$ cat config.mk
export PLATFORM = sky130hd
export DESIGN_NAME = bus_mux_reg
export DESIGN_NICKNAME = d
export VERILOG_FILES = /design/src/rtl/cpu_bus_pkg.sv /design/src/rtl/bus_prio_enc.sv /design/src/rtl/bus_mux_reg.sv
export SDC_FILE = /design/constraint.sdc
export NUM_CORES = 1
export LEC_CHECK = 0
export CORE_AREA = 2 2 290 292
export DETAILED_ROUTE_END_ITERATION = 8
export DIE_AREA = 0 0 292 294
export SLEW_MARGIN = 20
export SYNTH_ARGS = -nofsm -noshare
export SYNTH_HDL_FRONTEND = slang
export SYNTH_SLANG_ARGS = --single-unit
export TNS_END_PERCENT = 100
$ cat constraint.sdc
create_clock -name clk -period 3.8 [get_ports clk]
set_input_delay 0.38 -clock clk [delete_from_list [all_inputs] [get_ports clk]]
set_output_delay 0.38 -clock clk [all_outputs]
set_load 0.02 [all_outputs]
$ cat src/rtl/cpu_bus_pkg.sv
// Shared datapath bus definitions: source indices matching the CPU datapath
// encoder strobes, default sizes and the index-width helper.
package cpu_bus_pkg;

  localparam int NSRC_DEFAULT  = 21;
  localparam int WIDTH_DEFAULT = 32;

  localparam int SRC_PC    = 0;
  localparam int SRC_IR    = 1;
  localparam int SRC_R0    = 2;
  localparam int SRC_R1    = 3;
  localparam int SRC_R2    = 4;
  localparam int SRC_R3    = 5;
  localparam int SRC_R4    = 6;
  localparam int SRC_R5    = 7;
  localparam int SRC_R6    = 8;
  localparam int SRC_R7    = 9;
  localparam int SRC_R8    = 10;
  localparam int SRC_R9    = 11;
  localparam int SRC_R10   = 12;
  localparam int SRC_R11   = 13;
  localparam int SRC_R12   = 14;
  localparam int SRC_R13   = 15;
  localparam int SRC_R14   = 16;
  localparam int SRC_R15   = 17;
  localparam int SRC_MDR   = 18;
  localparam int SRC_IP    = 19;
  localparam int SRC_CSIGN = 20;

  // A single-source bus still needs a one-bit index port.
  function automatic int idx_width(input int n);
    return (n > 1) ? $clog2(n) : 1;
  endfunction

endpackage

$ cat src/rtl/bus_prio_enc.sv
// Combinational priority encoder over the bus output-enable strobes:
// highest set index wins, plus any-set and two-or-more-set flags.
module bus_prio_enc
  import cpu_bus_pkg::*;
#(
  parameter  int NSRC  = NSRC_DEFAULT,
  localparam int IDX_W = idx_width(NSRC)
) (
  input  logic [NSRC-1:0]  sel,
  output logic [IDX_W-1:0] idx,
  output logic             any,
  output logic             multi
);

  // Ascending scan so the last (highest) set bit overrides earlier ones;
  // multi rises when a set bit is seen after another one already was.
  always_comb begin
    idx   = {IDX_W{1'b0}};
    any   = 1'b0;
    multi = 1'b0;
    for (int i = 0; i < NSRC; i++) begin
      multi = multi | (any & sel[i]);
      any   = any | sel[i];
      idx   = sel[i] ? IDX_W'(i) : idx;
    end
  end

endmodule

$ cat src/rtl/bus_mux_reg.sv
// Registered datapath bus multiplexer with highest-index priority, hold on
// idle, and conflict logging (pulse, sticky flag, saturating counter).
module bus_mux_reg
  import cpu_bus_pkg::*;
#(
  parameter  int WIDTH = WIDTH_DEFAULT,
  parameter  int NSRC  = NSRC_DEFAULT,
  parameter  int CNT_W = 8,
  localparam int IDX_W = idx_width(NSRC)
) (
  input  logic                  clk,
  input  logic                  clr,
  input  logic [NSRC*WIDTH-1:0] busi,
  input  logic [NSRC-1:0]       sel,
  input  logic                  err_clr,
  output logic [WIDTH-1:0]      buso,
  output logic                  buso_valid,
  output logic [IDX_W-1:0]      src_idx,
  output logic                  conflict,
  output logic                  conflict_sticky,
  output logic [CNT_W-1:0]      conflict_cnt
);

  localparam logic [CNT_W-1:0] CNT_MAX = {CNT_W{1'b1}};

  logic [IDX_W-1:0] idx_s;
  logic             any_s;
  logic             multi_s;
  logic [WIDTH-1:0] win_data_s;
  logic [CNT_W-1:0] cnt_base_s;

  bus_prio_enc #(
    .NSRC (NSRC)
  ) u_enc (
    .sel   (sel),
    .idx   (idx_s),
    .any   (any_s),
    .multi (multi_s)
  );

  // Pick the winning source word; compare-select keeps the index in range.
  always_comb begin
    win_data_s = {WIDTH{1'b0}};
    for (int i = 0; i < NSRC; i++) begin
      win_data_s = (idx_s == IDX_W'(i)) ? busi[i*WIDTH +: WIDTH] : win_data_s;
    end
  end

  // err_clr is applied before a same-cycle conflict is logged.
  always_comb begin
    if (err_clr) begin
      cnt_base_s = {CNT_W{1'b0}};
    end else begin
      cnt_base_s = conflict_cnt;
    end
  end

  // Output register, conflict pulse, sticky flag and saturating counter.
  always_ff @(posedge clk) begin
    if (clr) begin
      buso            <= {WIDTH{1'b0}};
      buso_valid      <= 1'b0;
      src_idx         <= {IDX_W{1'b0}};
      conflict        <= 1'b0;
      conflict_sticky <= 1'b0;
      conflict_cnt    <= {CNT_W{1'b0}};
    end else begin
      if (any_s) begin
        buso    <= win_data_s;
        src_idx <= idx_s;
      end else begin
        buso    <= buso;
        src_idx <= src_idx;
      end
      buso_valid <= any_s;
      conflict   <= multi_s;
      if (multi_s) begin
        conflict_sticky <= 1'b1;
        conflict_cnt    <= (cnt_base_s == CNT_MAX) ? cnt_base_s
                                                   : cnt_base_s + CNT_W'(1);
      end else begin
        conflict_sticky <= conflict_sticky & ~err_clr;
        conflict_cnt    <= cnt_base_s;
      end
    end
  end

endmodule

==> flow_summary.json <==
{
  "drt_iter0_drc": 1209,
  "antenna_left": 0,
  "die_h_microns": 294,
  "firstDrtPassIters": 9,
  "clk_root_buffer_cell": "clkbuf_16",
  "die_w_microns": 292,
  "wire_per_inst_microns": 34.3,
  "drt_wl_total_mm": 109,
  "synthCells": 1212,
  "critPathSlowestCell": "or4_1",
  "place_inst": 3160,
  "syn_area_per_cell_sq_um": 6.87,
  "drive_above_1_share_pct": 16.7,
  "crit_chain": "clkdlybuf4s50_1, or4_1, nor4_4, buf_4, nand2_2, nor4_4, buf_4, a2bb2oi_1, a2111oi_1, buf_4, o31ai_1, a31oi_1",
  "io_pins": 744,
  "period_needed_ns": 3.69,
  "core_area_sq_um": 82900,
  "ir_drop_uv": 171,
  "p_int_mw": 1.80,
  "postLayoutCoreUtil_pct": 23.2,
  "rsz0062_at_grt": "no",
  "grt_use_total_pct": 24.3,
  "synth.area.top_cells": "dfxtp_1 (12%), nand2_1 (7.0%), o21ai_0 (5.4%), mux2i_1 (4.4%), a22oi_1 (4.2%)",
  "synth_sequential_area_ratio_pct": 11.5,
  "synth-edff-count": 0,
  "yosys.area.top_type_share_pct": 11.5,
  "nNetsFinal": 2785,
  "tightestPinTransition_ns": 0.915,
  "cts_sinks": 48,
  "hold_path.class": "reg -> reg",
  "multi_input_area_sq_um": 7050,
  "maxSlewViolCount": 0,
  "synth_nets": 1909,
  "syn_area_sq_um": 8330,
  "area_delta_synth_final_pct": 131,
  "timing_hold_violations_final": 0,
  "gp_congestion": 0.938,
  "setup_ws_ns": 0.115,
  "relSlewSlack_pct": 38.5,
  "vias": 15000,
  "register_area_sq_um": 961,
  "finalSetupViolCount": 0,
  "io_buffers": 743,
  "power_mw": 2.96,
  "cts_tree": "done",
  "drv_cap": 0,
  "power_frac_clock_pct": 18.6,
  "ctsHoldBuffers": 0,
  "leakagePower_nw": 6.97,
  "crit_path_frequent_cell": "buf_4",
  "worstPathArrival_ns": 3.94,
  "path_class": "in -> reg",
  "htree_num_levels": 2,
  "required_ns": 4.05,
  "p_per_area_nw_per_um2": 154,
  "period_share_pct": 97.0,
  "cp-start-kind": "input pin",
  "status": "completed",
  "die_area_sq_um": 85800,
  "preCtsSetupSlack_ns": -0.413,
  "mostFrequentLayoutCells": "clkdlybuf4s50_1 (741), buf_4 (217), nand2_1 (154), o21ai_0 (89), a21oi_1 (66)",
  "fmax_mhz": 271,
  "seqPwrFrac_pct": 19.4,
  "nFillCells": 9253,
  "yosysTopAreaCell": "dfxtp_1",
  "power_switching_mw": 1.16,
  "cts_made_buffers": 5,
  "power_frac_comb_pct": 62.0,
  "cts.reportedPaths.clkPinSlew_ns": 0.09,
  "hpwl_mm": 94.1,
  "clk_latency_ns": 0.33,
  "ys_seq_elements": 48,
  "worst_clock_skew_ns": 0.00367,
  "start_util_pct": 10.0,
  "clockBufferDepth": 2,
  "hold_ws_ns": 0.462,
  "grt_overflow_total": 0,
  "cp_max_fo": 8,
  "netSwitchingFraction_pct": 39.1,
  "endpoint_kind": "flop",
  "async_flop_share_pct": 0,
  "drc": 0,
  "synth.distinct_cells": 87,
  "r2r_slack_ns": 1.79,
  "layout_commonest_cell": "clkdlybuf4s50_1",
  "postPlaceCellArea_sq_um": 19000,
  "via_per_inst": 4.72,
  "antenna_found_initial": 52,
  "ys.flop_type": "dfxtp_1",
  "grt_pass1_vias": 15200,
  "grt_pass1_wl_mm": 141,
  "cp_slowest_stage_delay_ns": 0.68,
  "grt_max_degree": 42,
  "fin_area_sq_um": 19200,
  "setup-tns-final_ns": 0,
  "fin_cells": 3190,
  "yosys_warnings": 0,
  "row_count": 106
}
==> power by group through the flow <==
stage,Combinational (mW),Clock [mW],Sequential [mW]
finish,1.84,0.549,0.575
CTS,1.84,0.582,0.574
global route,1.92,0.592,0.578
floorplan,0.442,0,0.607
global placement,1.84,0,0.586
detailed placement,1.83,0,0.586
==> cell families after synthesis <==
group	after synthesis	share of synthesized area (%)
AO/OA/AOI/OAI	520	45.8
buffers and inverters	130	6.61
flip-flops	48	11.5
adder cells (fa/ha/maj)	3	0.391
AND/OR/NAND/NOR	439	26.7
XOR/XNOR	5	0.526
multiplexers	67	8.50
==> synthesized netlist by cell type (all sizes together) (23+ instances only) <==
cell / count
buf: 49
nand2: 157
a22oi: 47
clkbuf: 69
nor3: 60
and3: 29
nand3: 35
a21oi: 69
a222oi: 23
mux2: 30
a211oi: 27
o21ai: 96
dfxtp: 48
nor4: 24
nor2: 71
mux2i: 37
==> flip-flops by register name, indices dropped and copies added, names as in the netlist <==
name / flops
buso_valid: 1
src_idx: 5
conflict: 1
conflict_cnt: 8
buso: 32
conflict_sticky: 1
==> final timing paths <==
path	from	endpoint	cells past startpoint
setup / recovery	sel[8]	buso[26]$_SDFFE_PP0P_	12
hold / removal	buso[27]$_SDFFE_PP0P_	buso[27]$_SDFFE_PP0P_	2
setup reg to reg	conflict_cnt[0]$_SDFF_PP0_	conflict_cnt[1]$_SDFF_PP0_	8
hold reg to reg	buso[27]$_SDFFE_PP0P_	buso[27]$_SDFFE_PP0P_	2
==> final cells by class <==
cell class,instances,area share (%)
Sequential cell,48,5.00
Clock inverter,3,0.117
Clock buffer,5,0.651
Tap cell,1080,7.04
Antenna cell,21,0.274
Inverter,12,0.235
Multi-Input combinational cell,1034,36.7
Timing Repair Buffer,987,50.0
==> critical path, delay by kind of cell <==
kind / cells / cell delay [ns]
AO/OA/AOI/OAI: 4 / 0.84
buffers and inverters: 4 / 1.20
AND/OR/NAND/NOR: 4 / 1.49
==> per-layer routing <==
layer	track usage, %	vias up	routed length [microns]
met5	0	-	344
met3	7.24	151	9950
li1	-	6647	-
met1	30.5	7213	46200
met2	40.1	981	49900
met4	7.09	54	2990
==> repair_timing <==
action                                  CTS  global route
pin swaps                                 1             1
endpoints found under the setup margin    3            10
buffers inserted                          0             1
gates resized for setup                   2             6
Power figures use the tool's default switching activity.
